## src/rtl/rv_imem_arb_if.sv

```systemverilog
// rv_imem_arb_if: fetch, host and memory-macro signals of the instruction memory arbiter
//   slave  : arbiter side (rv_imem_arb)
//   master : environment side (fetch unit, host/loader, memory macro)
interface rv_imem_arb_if;
  logic [31:0] im_addr_i;
  logic [31:0] im_data_o;
  logic        im_valid_o;
  logic        f_hold_i;
  logic        h_req_i;
  logic        h_we_i;
  logic [31:0] h_addr_i;
  logic [31:0] h_wdata_i;
  logic        h_ack_o;
  logic [31:0] h_rdata_o;
  logic [31:0] mem_addr_o;
  logic        mem_wr_o;
  logic [31:0] mem_wdata_o;
  logic [31:0] mem_data_i;
  logic [31:0] stolen_cnt_o;
  modport slave (
    input  im_addr_i, f_hold_i, h_req_i, h_we_i, h_addr_i, h_wdata_i, mem_data_i,
    output im_data_o, im_valid_o, h_ack_o, h_rdata_o, mem_addr_o, mem_wr_o, mem_wdata_o, stolen_cnt_o
  );
  modport master (
    output im_addr_i, f_hold_i, h_req_i, h_we_i, h_addr_i, h_wdata_i, mem_data_i,
    input  im_data_o, im_valid_o, h_ack_o, h_rdata_o, mem_addr_o, mem_wr_o, mem_wdata_o, stolen_cnt_o
  );
endinterface

```

## src/rtl/rv_imem_arb.sv

```systemverilog
// rv_imem_arb: shares one single-ported 1-cycle instruction memory between fetch (priority) and a host port
//   clk_i   : clock, rising edge
//   rst_n_i : asynchronous active-low reset
//   bus     : rv_imem_arb_if.slave (fetch im_*, host h_*, memory mem_*, stolen_cnt_o)
//   URV_IMEM_ARB_STATS_EN : when defined, stolen_cnt_o counts host slots taken from an active fetch
module rv_imem_arb #(
  parameter int unsigned HOST_WAIT_MAX = 4
) (
  input logic          clk_i,
  input logic          rst_n_i,
  rv_imem_arb_if.slave bus
);
  typedef enum logic [1:0] {NONE, FETCH, HOST} owner_e;
  localparam logic [7:0] WMAX = 8'(HOST_WAIT_MAX);
  owner_e     owner_q, owner_d;
  logic       we_q, we_d;
  logic [7:0] wait_q, wait_d;
  logic       host_grant;
  always_comb begin
    host_grant = bus.h_req_i && (bus.f_hold_i || wait_q == WMAX) && owner_q != HOST;
    owner_d    = host_grant ? HOST : FETCH;
    we_d       = host_grant & bus.h_we_i;
    // the ack cycle still carries the completed request, so waiting restarts after it
    wait_d     = (!bus.h_req_i || host_grant || owner_q == HOST) ? 8'd0 :
                 (wait_q < WMAX ? wait_q + 8'd1 : wait_q);
  end
  always_ff @(posedge clk_i or negedge rst_n_i) begin
    if (!rst_n_i) begin
      owner_q <= NONE;
      we_q    <= 1'b0;
      wait_q  <= 8'd0;
    end else begin
      owner_q <= owner_d;
      we_q    <= we_d;
      wait_q  <= wait_d;
    end
  end
  assign bus.mem_addr_o  = host_grant ? bus.h_addr_i : bus.im_addr_i;
  assign bus.mem_wr_o    = host_grant & bus.h_we_i;
  assign bus.mem_wdata_o = bus.h_wdata_i;
  assign bus.im_data_o   = bus.mem_data_i;
  assign bus.im_valid_o  = owner_q == FETCH;
  assign bus.h_ack_o     = owner_q == HOST;
  assign bus.h_rdata_o   = (owner_q == HOST && !we_q) ? bus.mem_data_i : 32'd0;
`ifdef URV_IMEM_ARB_STATS_EN
  logic [31:0] stolen_q, stolen_d;
  always_comb stolen_d = stolen_q + 32'(host_grant && !bus.f_hold_i);
  always_ff @(posedge clk_i or negedge rst_n_i) begin
    if (!rst_n_i) stolen_q <= 32'd0;
    else stolen_q <= stolen_d;
  end
  assign bus.stolen_cnt_o = stolen_q;
`else
  assign bus.stolen_cnt_o = 32'd0;
`endif
endmodule

```

## src/flat_wrapper.sv

```systemverilog
// flat-port wrapper written by rule: the top's interface ports become plain ports
module rv_imem_arb_flat 
#(
  parameter int unsigned HOST_WAIT_MAX = 4
)
  (clk_i, rst_n_i, bus_im_addr_i, bus_f_hold_i, bus_h_req_i, bus_h_we_i, bus_h_addr_i, bus_h_wdata_i, bus_mem_data_i, bus_im_data_o, bus_im_valid_o, bus_h_ack_o, bus_h_rdata_o, bus_mem_addr_o, bus_mem_wr_o, bus_mem_wdata_o, bus_stolen_cnt_o);
  rv_imem_arb_if bus_i ();
  input logic clk_i;
  input logic rst_n_i;
  input wire logic [$bits(bus_i.im_addr_i)-1:0] bus_im_addr_i;
  input wire logic [$bits(bus_i.f_hold_i)-1:0] bus_f_hold_i;
  input wire logic [$bits(bus_i.h_req_i)-1:0] bus_h_req_i;
  input wire logic [$bits(bus_i.h_we_i)-1:0] bus_h_we_i;
  input wire logic [$bits(bus_i.h_addr_i)-1:0] bus_h_addr_i;
  input wire logic [$bits(bus_i.h_wdata_i)-1:0] bus_h_wdata_i;
  input wire logic [$bits(bus_i.mem_data_i)-1:0] bus_mem_data_i;
  output wire logic [$bits(bus_i.im_data_o)-1:0] bus_im_data_o;
  output wire logic [$bits(bus_i.im_valid_o)-1:0] bus_im_valid_o;
  output wire logic [$bits(bus_i.h_ack_o)-1:0] bus_h_ack_o;
  output wire logic [$bits(bus_i.h_rdata_o)-1:0] bus_h_rdata_o;
  output wire logic [$bits(bus_i.mem_addr_o)-1:0] bus_mem_addr_o;
  output wire logic [$bits(bus_i.mem_wr_o)-1:0] bus_mem_wr_o;
  output wire logic [$bits(bus_i.mem_wdata_o)-1:0] bus_mem_wdata_o;
  output wire logic [$bits(bus_i.stolen_cnt_o)-1:0] bus_stolen_cnt_o;
  assign bus_i.im_addr_i = bus_im_addr_i;
  assign bus_i.f_hold_i = bus_f_hold_i;
  assign bus_i.h_req_i = bus_h_req_i;
  assign bus_i.h_we_i = bus_h_we_i;
  assign bus_i.h_addr_i = bus_h_addr_i;
  assign bus_i.h_wdata_i = bus_h_wdata_i;
  assign bus_i.mem_data_i = bus_mem_data_i;
  assign bus_im_data_o = bus_i.im_data_o;
  assign bus_im_valid_o = bus_i.im_valid_o;
  assign bus_h_ack_o = bus_i.h_ack_o;
  assign bus_h_rdata_o = bus_i.h_rdata_o;
  assign bus_mem_addr_o = bus_i.mem_addr_o;
  assign bus_mem_wr_o = bus_i.mem_wr_o;
  assign bus_mem_wdata_o = bus_i.mem_wdata_o;
  assign bus_stolen_cnt_o = bus_i.stolen_cnt_o;
  rv_imem_arb #(.HOST_WAIT_MAX(HOST_WAIT_MAX)) u_core (.clk_i(clk_i), .rst_n_i(rst_n_i), .bus(bus_i));
endmodule
```

## config.mk

```make
export PLATFORM = sky130hd
export DESIGN_NAME = rv_imem_arb_flat
export DESIGN_NICKNAME = d
export VERILOG_FILES = /design/src/rtl/rv_imem_arb_if.sv /design/src/rtl/rv_imem_arb.sv /design/src/flat_wrapper.sv
export SDC_FILE = /design/constraint.sdc
export NUM_CORES = 1
export LEC_CHECK = 0
export ABC_AREA = 0
export CORE_AREA = 5 5 111 113
export CTS_CLUSTER_SIZE = 14
export DETAILED_ROUTE_END_ITERATION = 12
export DIE_AREA = 0 0 116 118
export PLACE_DENSITY = 0.61
export SYNTH_ARGS = -nofsm -noshare
export SYNTH_HDL_FRONTEND = slang
export SYNTH_SLANG_ARGS = --single-unit
```

## constraint.sdc

```tcl
create_clock -name clk_i -period 2.6 [get_ports clk_i]
set_clock_uncertainty 0.2 [all_clocks]
set_input_delay 0.52 -clock clk_i [delete_from_list [all_inputs] [get_ports clk_i]]
set_output_delay 0.52 -clock clk_i [all_outputs]
set_load 0.05 [all_outputs]
```

# After elaboration in Yosys (flattened, before gate mapping)
# Cells that the tools add are included.
dict set report totals {
  ff_bits 11
  latchBits 0
  ram_bits 0
  romBits 0
  in_bits 133
  elab_cells 24
  mem_count 0
}
dict set report classes {
  n_addsub 1
  mul 0
  div_mod_pow 0
  order_cmp 1
  n_eq_ne 4
  shift 0
  mux 5
  bitwise 1
  n_reduce_logical 9
}
# operator count
set ops {}
lappend ops {{$mux 32} 2}
lappend ops {{$mux 8} 2}
lappend ops {{$add 8x1->8 const B} 1}
lappend ops {{$eq 8x3->1 const B} 1}
lappend ops {{$lt 8x3->1 const B} 1}
lappend ops {{$logic_and 1x1->1} 3}
lappend ops {{$logic_or 1x1->1} 3}
lappend ops {{$eq 2x1->1 const B} 1}
lappend ops {{$eq 2x2->1 const B} 1}
lappend ops {{$logic_not 1->1} 2}
lappend ops {{$mux 2} 1}
lappend ops {{$ne 2x2->1 const B} 1}
lappend ops {{$reduce_bool 2->1} 1}
lappend ops {{$and 1x1->1} 1}

# Longest topological paths before layout
# Gate-level depths: netlist (run 1).
dict set report depth {
  word_depth 7
  depth_mapped 8
}

# Least setup slack after synthesis (run 1)
# OpenSTA, ideal clock, no wires.
dict set report synth_timing {
  path_kind {reg-to-output}
  startpoint {reg u_core.wait_q[7]}
  endpoint {out bus_mem_wr_o}
  arrival_ns 1.837
  path_slack_ns 0.043
  path_stages_with_launch 7
  path_buffers 2
  cell_sequence {dfrtp_1 -> or3_4 -> nor4_4 -> o21a_1 -> buf_6 -> buf_12 -> and2_1}
}
dict set report synth_via {
  elab_chain_len 5
}
# item line_no
set synth_rtl {}
lappend synth_rtl {{start: declaration} rv_imem_arb.sv:17} ;# logic [7:0] wait_q, wait_d;
lappend synth_rtl {{start signal: assignment} rv_imem_arb.sv:35} ;# wait_q <= wait_d;
lappend synth_rtl {{$eq 8x3->1} rv_imem_arb.sv:20} ;# host_grant = bus.h_req_i && (bus.f_hold_i || wait_q == WMAX) && owner_q != HOST;
lappend synth_rtl {{$logic_or 1x1->1} rv_imem_arb.sv:20}
lappend synth_rtl {{$logic_and 1x1->1 (2 in a row)} rv_imem_arb.sv:20}
lappend synth_rtl {{named net u_core.host_grant} rv_imem_arb.sv:18} ;# logic host_grant;
lappend synth_rtl {{$and 1x1->1} rv_imem_arb.sv:39} ;# assign bus.mem_wr_o = host_grant & bus.h_we_i;
lappend synth_rtl {{end: declaration} flat_wrapper.sv:22} ;# output wire logic [$bits(bus_i.mem_wr_o)-1:0] bus_mem_wr_o;
# The timed path passes the listed nets, and every way through them passes these cells.

# Worst setup path after layout (run 1)
dict set report layout_timing {
  startpoint {reg u_core.wait_q[7]}
  endpoint {out bus_mem_addr_o[15]}
}
dict set report layout_via {
  elab_chain_len 5
}
# item line_no
set layout_rtl {}
lappend layout_rtl {{$eq 8x3->1} rv_imem_arb.sv:20}
lappend layout_rtl {{$logic_or 1x1->1} rv_imem_arb.sv:20}
lappend layout_rtl {{$logic_and 1x1->1 (2 in a row)} rv_imem_arb.sv:20}
lappend layout_rtl {{$mux 32} rv_imem_arb.sv:38} ;# assign bus.mem_addr_o = host_grant ? bus.h_addr_i : bus.im_addr_i;
lappend layout_rtl {{end: declaration} flat_wrapper.sv:21} ;# output wire logic [$bits(bus_i.mem_addr_o)-1:0] bus_mem_addr_o;
# No other way between the ends.

==> summary.txt, run 1 <==
Status
  – Status: finished, violations left
  – Failing checks: negative setup slack

Placed design
  – DPL Wire Length: 6387 µm
  – GPL Wtd Cong: 0.8029
  – Port bufs: 199
  – Placed Instances: 485

Layout
  – Final net count: 491
  – Non-filler cells, final: 498
  – Share of cells above drive strength 1: 45.07%
  – Fillers: 1051
  – Final core utilization: 41.82%
  – Sequential Area: 275.3 µm²
  – Area of the multi-input gates: 1015 µm²
  – Antenna Cells: 0
  – Area growth from synthesis to layout: 140.0%

Die
  – Initial Utilization: 17.42%
  – I/O pin cnt: 296
  – Die Wd: 116 µm
  – Die Y: 118 µm
  – Die area: 13690 µm²
  – Cell Rows: 39
  – Core Area: 11220 µm²

Setup path
  – Worst Path Required: 1.88 ns
  – Reg2reg end: u_core.wait_q[0]
  – Worst EP arrival: 2.16 ns
  – Critical path, cell by cell: or3_4 -> nor4_4 -> o21a_4 -> clkbuf_16 -> mux2_4 -> buf_12
  – Critical path's largest stage delay: 0.41 ns
  – Critical path buffers and inverters: 2
  – FF-to-FF Start: u_core.wait_q[7]
  – Slowest CP cell: or3_4
  – Reg2reg setup slack: 0.59 ns
  – Crit path kind: register to output port
  – Reg2Reg Depth: 5
  – Top cell family by delay on the critical path: simple AND/OR/NAND/NOR gates
  – Crit. End Element: output port
  – CP Max Fanout: 7
  – Crit start category: register

Min path
  – Hold_sp: u_core.wait_q[5]
  – Hold Crit Class: register to register
  – Hold depth: 1
  – Worst Hold Path EP: u_core.wait_q[5]

GRT
  – Grt ovf: 0
  – Antenna violations before repair: 1
  – First-pass GRT wire length: 10650 µm
  – Total global-route track usage: 9.721%
  – Vias in the first global route: 1938
  – Largest net degree at the start of global routing: 23

Yosys
  – Flop and latch count out of synthesis: 11
  – Post-synth EDFFs: 0
  – Post-synth top area share: 36.85%
  – Mapped cell area: 1956 µm²
  – Synth top area cells: buf_4, mux2_4, dfrtp_1
  – Leading area contributor after synthesis: buf_4
  – Top FF cell, synth: dfrtp_1
  – Yosys cell types: 25
  – Synthesized area per cell: 9.402 µm²
  – Syn. warnings: 0
  – Post-synthesis cell count: 208
  – Most frequent cell after synthesis: buf_4
  – Sequential area share after synthesis: 14.08%
  – FFs w/ async S/R, synth: 100.0%
  – Post-synth top cells: buf_4, and2_1, mux2_4

STA
  – Fmax: 347.8 MHz
  – Final setup vio count: 33
  – Slew headroom: 65.64%
  – Worst Max-Slew Pin Slew: 0.5138 ns
  – Slew Limit Fails: 0
  – Tcrit/Tclk final: 110.6%
  – Final WS setup: -0.2751 ns
  – RSZ-0062 raised after global routing: true
  – Fin. Hold Viols: 0
  – Final min period: 2.875 ns

Pwr
  – P_sw: 0.5958 mW
  – Pleak: 2.089 nW
  – Peak VDD IR: 0.2352 mV
  – Seq pwr share: 12.1%
  – Cell Pwr Density: 313.7 nW/µm²
  – Clock power share: 18.7%
  – Int Pwr: 0.8766 mW
  – Proportion of power drawn by combinational gates: 69.3%
  – Net Sw Frac: 40.47%

Clocking
  – Clock sinks: 11
  – Hold Buf Count CTS: 0
  – H-tree levels: 1
  – CTS root buf: clkbuf_16
  – CTS tree: yes
  – Clk buf depth: 2
  – Number of buffers created by CTS: 3
  – Clk Latency, worst-skew pair: 0.23 ns
  – Clock-pin slew on the worst setup and hold paths: 0.04 ns

Routing
  – Routed vias/inst: 3.586
  – Detailed-route via count: 1786
  – Pre-antenna DRT Iters: 3
  – Drt initial violations: 25
  – Routed WL: 7260 µm
  – Post-route ant nets: 0
  – Routed len/inst: 14.58 µm
  – DRC viols: 0

Flow run
  – Max-Cap Viols: 0
state kept, by name, indices dropped and copies added, names as in the netlist:
| register | flops |
|---|---|
| u_core.we_q | 1 |
| u_core.wait_q | 8 |
| u_core.owner_q | 2 |
power groups by stage:
stage,clock network (mW),logic (mW),registers (mW)
finish,0.275,1.02,0.178
global route,0.297,1.05,0.178
CTS,0.284,1.01,0.178
detailed placement,0,0.988,0.180
global placement,0,0.981,0.180
floorplan,0,0.697,0.180
logic make-up (layout without fill, tap and decap cells):
group                    after synthesis  count (layout)  synth area share, %
buffers and inverters                107             223                41.84
adder cells (fa/ha/maj)                2               2                1.279
multiplexers                          33              33                24.12
AO/OA/AOI/OAI                          2               2               0.6397
XOR/XNOR                               1               1               0.4479
other                                  1              32               0.1918
AND/OR/NAND/NOR                       51              51                17.40
flip-flops                            11              11                14.08
routing by layer:
metal	up-vias	share of wire, %	routed length [µm]	track usage (%)
met2	142	55	4015	18.96
li1	830	-	-	-
met5	-	0.18	13	0
met1	808	30	2208	9.449
met4	2	0.23	17	1.523
met3	4	14	1005	4.062
placed cells by master (no fill, tap or decap):
cell	synthesis	final
mux2i_1	1	1
or2b_2	1	1
dfrtp_1	11	11
a21oi_1	1	1
o21a_4	0	1
buf_4	96	12
or4_1	1	1
clkdlybuf4s50_1	0	101
ha_1	2	1
buf_8	0	5
ha_2	0	1
xnor2_1	1	1
buf_16	0	2
inv_1	4	4
and2_2	2	2
clkinv_2	0	1
nor3b_1	1	1
buf_6	1	1
mux2_4	27	32
and2_4	0	1
nor3_1	1	1
nor2b_1	3	3
clkbuf_16	0	4
conb_1	1	32
nor4_4	1	1
and2_1	38	37
or3_4	1	1
nor2_2	0	1
nand2_2	0	1
buf_12	3	93
worst reg2reg max path: stages, from the launching register on:
cell     delay [ns]
dfrtp_1        0.37
or3_4          0.41
buf_4          0.15
or4_1          0.47
xnor2_1        0.15
and2_1         0.15
worst max path at each step:
| stage | start | end | cells past startpoint |
|---|---|---|---|
| 3_3_place_gp | bus_h_req_i | bus_mem_addr_o[0] | 6 |
| 4_1_cts | u_core.wait_q[7] | bus_mem_addr_o[30] | 6 |
| 2_1_floorplan | u_core.wait_q[7] | bus_mem_wr_o | 6 |
| 6_report | u_core.wait_q[7] | bus_mem_addr_o[15] | 6 |
| 5_1_grt | u_core.wait_q[7] | bus_mem_addr_o[18] | 6 |
| 3_5_place_dp | bus_h_req_i | bus_mem_addr_o[3] | 6 |
area by class of cell:
cell class	count	share of cell area (%)
Multi-Input combinational cell	121	21.62
Sequential cell	11	5.865
Timing Repair Buffer	215	66.68
Tap cell	143	3.812
Clock inverter	1	0.1066
Clock buffer	3	1.600
Inverter	4	0.3199
per-stage QoR:
| stage | setup TNS [ns] | cell area, µm² | hold WS, ns | setup slack, ns | power [mW] |
|---|---|---|---|---|---|
| finish | -8.028 | 4693 | 0.2833 | -0.2751 | 1.472 |
| global route | -10.74 | 4693 | 0.3087 | -0.3567 | 1.529 |
| CTS | -8.705 | 4611 | 0.2837 | -0.2929 | 1.474 |
| detailed placement | -3.531 | 4414 | 0.2718 | -0.1699 | 1.168 |
| global placement | -2.937 | 4414 | 0.2711 | -0.1476 | 1.161 |
| floorplan | 0 | 2072 | 0.02441 | 0.04254 | 0.8772 |
what timing repair did:
item	4_1_cts	5_1_grt
resized for setup	12	10
setup endpoints to repair	33	33
pin swaps	2	2
setup buffers	3	3
cloned	2	1
No activity file was read; power rests on OpenSTA's default activity.
==> inputs of run 2 (changes only) <==
- CTS_CLUSTER_SIZE: 14 -> not set
==> results of run 2 <==
Same layout as run 1: the final DEF is identical, and so are final timing and power.
